**src/rtl/scan_mux.sv**
```systemverilog
`timescale 1ns/1ps
`default_nettype none
// ============================================================================
//  Module   : scan_mux
//  Purpose  : N-channel, W-bit multiplexer with a registered output. Manual
//             mode selects a channel from sel_in. Auto mode round-robins over
//             the enabled channels and dwells a programmable number of cycles
//             on each one. A scan wrap is flagged with a one-cycle pulse.
//  Revision : 1.0 - initial release
// ============================================================================
module scan_mux #(
  parameter int W       = 4,
  parameter int N       = 4,
  parameter int SELW    = $clog2(N),
  parameter int DWELL_W = 16
) (
  input  logic                 clk,
  input  logic                 rst,
  input  logic                 mode,
  input  logic [SELW-1:0]      sel_in,
  input  logic [N-1:0]         en_mask,
  input  logic [DWELL_W-1:0]   dwell,
  input  logic [N*W-1:0]       d_in,
  output logic [W-1:0]         y,
  output logic [SELW-1:0]      sel_out,
  output logic                 y_valid,
  output logic                 wrap
);

  // Operating modes, re-derived every cycle from mode and en_mask.
  typedef enum logic [1:0] {
    ST_MANUAL = 2'd0,
    ST_SCAN   = 2'd1,
    ST_HALT   = 2'd2
  } state_t;

  localparam logic [DWELL_W-1:0] c_dwell_zero = '0;
  localparam logic [DWELL_W-1:0] c_dwell_one  = DWELL_W'(1);

  state_t               r_state;
  state_t               w_next_state;
  logic [DWELL_W-1:0]   r_cnt;
  logic [W-1:0]         r_y;
  logic [SELW-1:0]      r_sel_out;
  logic                 r_y_valid;
  logic                 r_wrap;

  logic [W-1:0]         w_ch [N];
  logic                 w_sel_in_ok;
  logic [SELW-1:0]      w_first_sel;
  logic [SELW-1:0]      w_step_sel;
  logic [DWELL_W-1:0]   w_limit;
  logic                 w_cnt_done;
  logic                 w_cur_en;
  logic                 w_advance;

  // Unpack the flattened data bus into one word per channel.
  generate
    for (genvar gi = 0; gi < N; gi++) begin : g_unpack
      assign w_ch[gi] = d_in[gi*W +: W];
    end
  endgenerate

  // Circular search for the first enabled channel, starting `offset` places
  // after `from`. offset=0 includes `from` itself; offset=1 excludes it.
  // The caller guarantees at least one mask bit is set.
  function automatic logic [SELW-1:0] f_search(
    input logic [SELW-1:0] from,
    input logic [N-1:0]    mask,
    input int              offset
  );
    logic [SELW-1:0] res;
    logic [SELW-1:0] idx_sel;
    logic            found;
    int              idx;
    res   = from;
    found = 1'b0;
    for (int k = 0; k < N; k++) begin
      idx = int'(from) + k + offset;
      if (idx >= N) idx = idx - N;
      idx_sel = idx[SELW-1:0];
      if (!found && mask[idx_sel]) begin
        res   = idx_sel;
        found = 1'b1;
      end
    end
    return res;
  endfunction

  // Out-of-range manual selects only exist when N is not a power of two.
  assign w_sel_in_ok = (32'(sel_in) < 32'(N));

  // Candidate indices for scan entry and for a dwell-expiry step.
  assign w_first_sel = f_search(r_sel_out, en_mask, 0);
  assign w_step_sel  = f_search(r_sel_out, en_mask, 1);

  // A dwell of zero behaves as one; >= catches a dwell shrunk mid-period.
  assign w_limit    = (dwell == c_dwell_zero) ? c_dwell_zero : (dwell - c_dwell_one);
  assign w_cnt_done = (r_cnt >= w_limit);
  assign w_cur_en   = en_mask[r_sel_out];
  assign w_advance  = w_cnt_done || !w_cur_en;

  // Decode the mode for the coming edge.
  always_comb begin
    w_next_state = ST_MANUAL;
    if (mode) begin
      w_next_state = (|en_mask) ? ST_SCAN : ST_HALT;
    end
  end

  // Registered datapath, channel pointer, dwell counter and wrap pulse.
  always_ff @(posedge clk or posedge rst) begin
    if (rst) begin
      r_state   <= ST_MANUAL;
      r_cnt     <= '0;
      r_y       <= '0;
      r_sel_out <= '0;
      r_y_valid <= 1'b0;
      r_wrap    <= 1'b0;
    end else begin
      r_state <= w_next_state;
      unique case (w_next_state)
        ST_MANUAL: begin
          r_cnt  <= '0;
          r_wrap <= 1'b0;
          if (w_sel_in_ok) begin
            r_sel_out <= sel_in;
            r_y       <= w_ch[sel_in];
            r_y_valid <= 1'b1;
          end else begin
            r_y       <= '0;
            r_y_valid <= 1'b0;
          end
        end
        ST_SCAN: begin
          r_y_valid <= 1'b1;
          if (r_state != ST_SCAN) begin
            // Fresh entry: land on the nearest enabled channel, no wrap.
            r_cnt     <= '0;
            r_sel_out <= w_first_sel;
            r_y       <= w_ch[w_first_sel];
            r_wrap    <= 1'b0;
          end else if (w_advance) begin
            r_cnt     <= '0;
            r_sel_out <= w_step_sel;
            r_y       <= w_ch[w_step_sel];
            r_wrap    <= (w_step_sel <= r_sel_out);
          end else begin
            r_cnt     <= r_cnt + c_dwell_one;
            r_y       <= w_ch[r_sel_out];
            r_wrap    <= 1'b0;
          end
        end
        default: begin
          // Halt: nothing enabled, output blanked, pointer kept.
          r_cnt     <= '0;
          r_y       <= '0;
          r_y_valid <= 1'b0;
          r_wrap    <= 1'b0;
        end
      endcase
    end
  end

  assign y       = r_y;
  assign sel_out = r_sel_out;
  assign y_valid = r_y_valid;
  assign wrap    = r_wrap;

endmodule
`default_nettype wire

```
**config.mk**
```make
export PLATFORM = sky130hd
export DESIGN_NAME = scan_mux
export DESIGN_NICKNAME = d
export VERILOG_FILES = /design/src/rtl/scan_mux.sv
export SDC_FILE = /design/constraint.sdc
export NUM_CORES = 1
export LEC_CHECK = 0
export BUFFER_PORTS_ARGS = -buffer_cell sky130_fd_sc_hd__buf_2
export CAP_MARGIN = 20
export CORE_ASPECT_RATIO = 0.75
export CORE_MARGIN = 2
export CORE_UTILIZATION = 32
export DETAILED_ROUTE_END_ITERATION = 8
export SYNTH_ARGS = -nofsm -noshare
export SYNTH_HDL_FRONTEND = slang
export SYNTH_SLANG_ARGS = --single-unit
export TNS_END_PERCENT = 20
```
**constraint.sdc**
```tcl
create_clock -name clk -period 3.4 [get_ports clk]
set_clock_uncertainty 0.15 [all_clocks]
set_input_delay 0.68 -clock clk [delete_from_list [all_inputs] [get_ports clk]]
set_output_delay 0.68 -clock clk [all_outputs]
set_load 0.02 [all_outputs]
```
# Yosys cells after proc, flatten, opt, wreduce, memory -nomap -nowiden
# Cells that the tools add are included.
dict set report totals {
  reg_bits 26
  out_inout_bits 8
  mem_bits_ro 0
  mem_bits_rw 0
  latch_bits 0
  mem_count 0
  input_bits 41
  word_cells 134
}
dict set report classes {
  addsub 15
  multipliers 0
  reduce_logical 20
  eq_ne 3
  n_lt_le_gt_ge 21
  bitwise_logic 4
  n_shift 0
  n_div 0
  muxes 65
}
# cell count
set op_table {}
lappend op_table {{16-bit two-way mux} 4}
lappend op_table {{4-bit two-way mux} 10}
lappend op_table {{2-bit two-way mux} 19}
lappend op_table {{4-bit binary-select mux with 2-bit select} 4}
lappend op_table {{2-bit by 3-bit < comparator with 1-bit output, second input constant} 8}
lappend op_table {{3-bit greater-or-equal comparator, second input constant} 7}
lappend op_table {{1-bit two-way mux} 18}
lappend op_table {{16-bit by 1-bit adder with 16-bit output, second input constant} 1}
lappend op_table {{1-bit binary-select mux with 2-bit select} 8}
lappend op_table {{16-bit greater-or-equal comparator} 1}
lappend op_table {{16-bit zero test} 1}
lappend op_table {{16-bit by 1-bit subtractor with 16-bit output, second input constant} 1}
lappend op_table {{2-bit by 1-bit subtractor with 2-bit output, second input constant} 7}
lappend op_table {{3-bit by 1-bit adder with 4-bit output, second input constant} 3}
lappend op_table {{4-bit by 3-bit greater-or-equal comparator with 1-bit output, second input constant} 3}
lappend op_table {{2-bit NOT with 3-bit output} 4}
lappend op_table {{4-bit case mux with 2 select lines} 1}
lappend op_table {{1-bit zero test} 7}
lappend op_table {{2-bit by 2-bit adder with 3-bit output, second input constant} 2}
lappend op_table {{1-bit logical AND} 6}
lappend op_table {{2-bit case mux with 2 select lines} 1}
lappend op_table {{4-bit OR reduction} 1}
lappend op_table {{2-bit by 1-bit adder with 3-bit output, second input constant} 1}
lappend op_table {{2-bit by 3-bit greater-or-equal comparator with 1-bit output, second input constant} 1}
lappend op_table {{9 further kinds} 9}

# Longest topological paths before layout
dict set report logic_depth {
  word_depth 22
  depth_mapped 15
  ltp_nobuf 13
}

# Least setup slack after synthesis
# No wires, ideal clock.
dict set report synth_timing {
  kind {input-to-reg}
  start {in dwell[9]}
  end {reg r_cnt[10]}
  t_arrival_ns 4.395
  required_ns 3.178
  setup_ns 0.072
  stages 15
  n_path_buf 3
  path_slack_ns -1.218
  cell_sequence {or4_4 -> or3_4 -> or4_4 -> or3_4 -> buf_6 -> nand2_1 -> ha_1 -> and3_1 -> a221oi_1 -> a21boi_0 -> a311oi_1 -> or3_1 -> clkbuf_1 -> clkbuf_1 -> nor2_1}
}
dict set report synth_between {
  elab_chain_cells 7
  word_cells_on_any_way 8
  cone_classes {1 x add/sub; 1 x order compare; 4 x mux; 2 x reduce/logical}
}
# item line
set synth_lines {}
lappend synth_lines {{start, declared} 22} ;# input logic [DWELL_W-1:0] dwell,
lappend synth_lines {{16-bit by 1-bit subtractor with 16-bit output / 16-bit zero test (equally long branches)} 98} ;# assign w_limit = (dwell == c_dwell_zero) ? c_dwell_zero : (dwell - c_dwell_one);
lappend synth_lines {{16-bit two-way mux (*)} 98}
lappend synth_lines {{16-bit greater-or-equal comparator (*)} 99} ;# assign w_cnt_done = (r_cnt >= w_limit);
lappend synth_lines {{1-bit logical OR (*)} 101} ;# assign w_advance = w_cnt_done || !w_cur_en;
lappend synth_lines {{16-bit two-way mux (*)} 143} ;# end else if (w_advance) begin
lappend synth_lines {{16-bit two-way mux (*)} 137} ;# if (r_state != ST_SCAN) begin
lappend synth_lines {{16-bit two-way mux (*)} 122} ;# unique case (w_next_state)
lappend synth_lines {{end signal, assigned} 149} ;# r_cnt <= r_cnt + c_dwell_one;
lappend synth_lines {{end, declared} 42} ;# logic [DWELL_W-1:0] r_cnt;
# Every way passes the cells marked *; elsewhere a longest branch is shown, timed or not.
# A chain may end at the register's enable or synchronous reset.

# Worst setup path in the final report
dict set report layout_timing {
  start {in dwell[9]}
  end {reg r_sel_out[1], in the netlist sel_out[1]}
}
dict set report layout_between {
  elab_chain_cells 6
  word_cells_on_any_way 7
  cone_classes {1 x add/sub; 1 x order compare; 1 x eq/ne; 1 x mux; 3 x reduce/logical}
}
# item line
set layout_lines {}
lappend layout_lines {{16-bit by 1-bit subtractor with 16-bit output / 16-bit zero test (equally long branches)} 98}
lappend layout_lines {{16-bit two-way mux (*)} 98}
lappend layout_lines {{16-bit greater-or-equal comparator (*)} 99}
lappend layout_lines {{1-bit logical OR (*)} 101}
lappend layout_lines {{3-bit inequality test (no line) (*)} -}
lappend layout_lines {{2-bit AND reduction (no line) (*)} -}
lappend layout_lines {{end signal, assigned} 127} ;# r_sel_out <= sel_in;
lappend layout_lines {{end signal, assigned} 140} ;# r_sel_out <= w_first_sel;
lappend layout_lines {{end signal, assigned} 145} ;# r_sel_out <= w_step_sel;
lappend layout_lines {{end, declared} 44} ;# logic [SELW-1:0] r_sel_out;
# Marked as above.

==> results.yml <==
global_route:
  grt_pass1_vias: 2596
  grt_pass1_wl_um: 12300
  grt_max_degree: 27
  grtUsageTotal_pct: 16.6
  antenna_found_initial: 0
  overflow: 0
drt:
  drtAntennaViolNets: 0
  drt_iter0_drc: 136
  vias_per_cell: 5.32
  routed_wl_um: 7180
  routedWlPerCell_um: 14.8
  drc_errors: 0
  firstDrtPassIters: 4
  num_vias: 2577
cts:
  htree_levels: 1
  cts_tree: "yes"
  cts-root-buf: "clkbuf_8"
  cts-buffers-inserted: 3
  path_clk_slew_ps: 90
  cts_hold_buf: 0
  clock_sinks: 26
  cts_buffer_depth: 2
  clk_latency_ps: 270
floorplanning:
  fp.dieW_um: 110
  core_area_um2: 7990
  start_util_pct: 33.5
  dieArea_um2: 9110
  boundaryPins: 49
  rows: 28
  fp.dieH_um: 83.2
synthesis:
  synth_nets: 365
  synthTopCellsByCount: "34 x nand2_1, 26 x dfrtp_1, 26 x nor2_1"
  yosysMostFrequentCell: "nand2_1"
  synth-edff-count: 0
  ys_warn_count: 0
  netlist_instances: 303
  yosysUniqueCellTypes: 52
  synth_seq_cells: 26
  synth.area.top_cells: "dfrtp_1 24%, ha_1 9.8%, mux4_2 6.7%, xor2_1 5.9%, nand2_1 4.8%"
  yosysTopAreaCell: "dfrtp_1"
  synth_top_area_share_pct: 24.3
  avgSynthCellArea_um2: 8.83
  synth_top_flop_cell: "dfrtp_1"
  netlist_area_um2: 2680
  ys_seq_area_share_pct: 24.3
  ys_async_sr_fraction_pct: 100
placed_design:
  place_hpwl_um: 5610
  portBuffers: 48
  place_area_um2: 3280
  place_ws_ps: -1240
  place_inst: 476
  gp_congestion: 0.835
finish:
  syn_to_final_growth_pct: 30.6
  fin_area_um2: 3490
  multiInputGateArea_um2: 2060
  final_cells: 484
  fin_nets: 442
  n_antenna_cell: 0
  seq_area_um2: 651
  n_fill_cell: 813
  drive_gt1_share_pct: 35.6
worst_setup_path:
  crit_type: "in -> reg"
  crit_path_end_kind: "flop"
  ff2ff_setup_slack_ps: 720
  critPathRequiredTime_ps: 3410
  r2r_cells: 7
  worstPathMaxFanout: 6
  worstPathArrival_ps: 4270
  worstReg2RegEnd: "wrap"
  worstSetupStartpointType: "input pin"
  r2r-start: "sel_out[0]"
power_and_ir_drop:
  p_leak_nw: 1.60
  irDropWorstVdd_uv: 168
  p_int_uw: 657
  seqPwrFrac_pct: 34.1
  pwr-share-clk_pct: 19.2
  powerDensity_nw_per_um2: 300
  p_sw_uw: 390
  p_comb_share_pct: 46.7
  switching_share_pct: 37.2
sta:
  max_slew_margin_pct: 53.5
  rsz0062_at_grt: "true"
  setup_ws_ps: -865
  fmax_mhz: 234
  post-route-period-util_pct: 125
  tightest_slew_ps: 698
  tns_ps: -17840
  fin_crit_ps: 4270
  slew_violations: 0
  setup_viol: 23
  hold_viol: 0
job:
  drv_cap: 0
outcome:
  violations: "setup timing"
  status: "finished, violations left"
worst_hold_path:
  holdCritPathClass: "in -> async"
-- layout make-up --
class	count	share of cell area, %
Clock buffer	4	1.58
Inverter	12	1.29
Multi-Input combinational cell	254	59.0
Sequential cell	26	18.6
Tap cell	105	3.76
Timing Repair Buffer	83	15.8
-- worst max-delay path: stages --
cell	delay, ps
buf_6	90
or4_4	530
or3_4	350
or4_4	440
or3_4	380
or2b_1	180
ha_1	220
o211ai_1	180
a21oi_1	70
o41ai_2	290
a311oi_2	180
o31ai_2	300
mux2_2	370
-- power by group through the flow --
stage | clock network [mW] | registers [mW] | logic [mW]
after CTS | 0.211 | 0.358 | 0.478
final | 0.201 | 0.357 | 0.489
after global placement | 0 | 0.363 | 0.449
after global routing | 0.221 | 0.363 | 0.535
after detailed placement | 0 | 0.364 | 0.456
after floorplan | 0 | 0.368 | 0.300
-- placed cells by master, fill, tap and decap left out, drive strengths merged, types with 4 or more instances in the layout --
master  netlist  routed
nand2        34      34
mux2i        10      10
buf           1      83
nor2b         4       4
and3          6       6
a221o         5       5
a31oi         6       6
nand2b       10      10
mux4          8       8
a21o          4       4
o21ai         5       5
ha           21      21
o31a          6       6
nor2         26      26
dfrtp        26      26
a22oi         4       4
nand3         4       4
or3           4       5
clkbuf       11       4
inv          12      12
nor3          8       8
xnor2         8       8
xor2         18      18
nand4         4       4
a211oi        9       9
a21oi        13      13
-- sequential cells by signal (all words and copies together) (netlist names) --
signal	count
y	4
y_valid	1
r_cnt	16
r_state	2
wrap	1
sel_out	2
-- worst max-delay path by stage --
| stage | from | to | slack (ps) | cells past startpoint |
|---|---|---|---|---|
| 2_1_floorplan | dwell[9] | r_cnt[10] | -940 | 15 |
| 3_3_place_gp | dwell[9] | sel_out[1] | -1160 | 13 |
| 3_5_place_dp | dwell[9] | sel_out[1] | -1240 | 13 |
| 4_1_cts | dwell[9] | sel_out[1] | -840 | 13 |
| 5_1_grt | dwell[9] | sel_out[1] | -960 | 13 |
| 6_report | dwell[9] | sel_out[1] | -870 | 13 |
-- per-layer routing --
metal,vias up,wire length [um],global-route usage [%]
met4,0,44,1.96
met5,-,0,0
met1,1221,3570,24.5
met2,60,3210,26.2
met3,6,348,2.67
li1,1290,-,-
-- stage by stage --
stage	total power, mW	hold WS, ps	utilization (%)
finish	1.05	185	43.7
global route	1.12	189	43.7
CTS	1.05	387	43.0
detailed placement	0.820	376	41.0
global placement	0.812	359	41.0
floorplan	0.668	311	-
-- kinds of logic after synthesis --
family / Yosys count / share of synthesized area [%]
AOI/OAI and AO/OA: 69 / 18.9
muxes: 21 / 11.7
buffers and inverters: 24 / 3.65
and+or+nand+nor: 116 / 23.1
adders and majority gates: 21 / 9.82
DFF: 26 / 24.3
xor gates and xnor gates: 26 / 8.51
-- repair_timing --
item,in CTS,in global routing
buffers inserted,0,1
gates cloned,2,0
pin swaps,13,1
endpoints found under the setup margin,23,23
resized for setup,23,8
(Power assumes the default switching activity.)
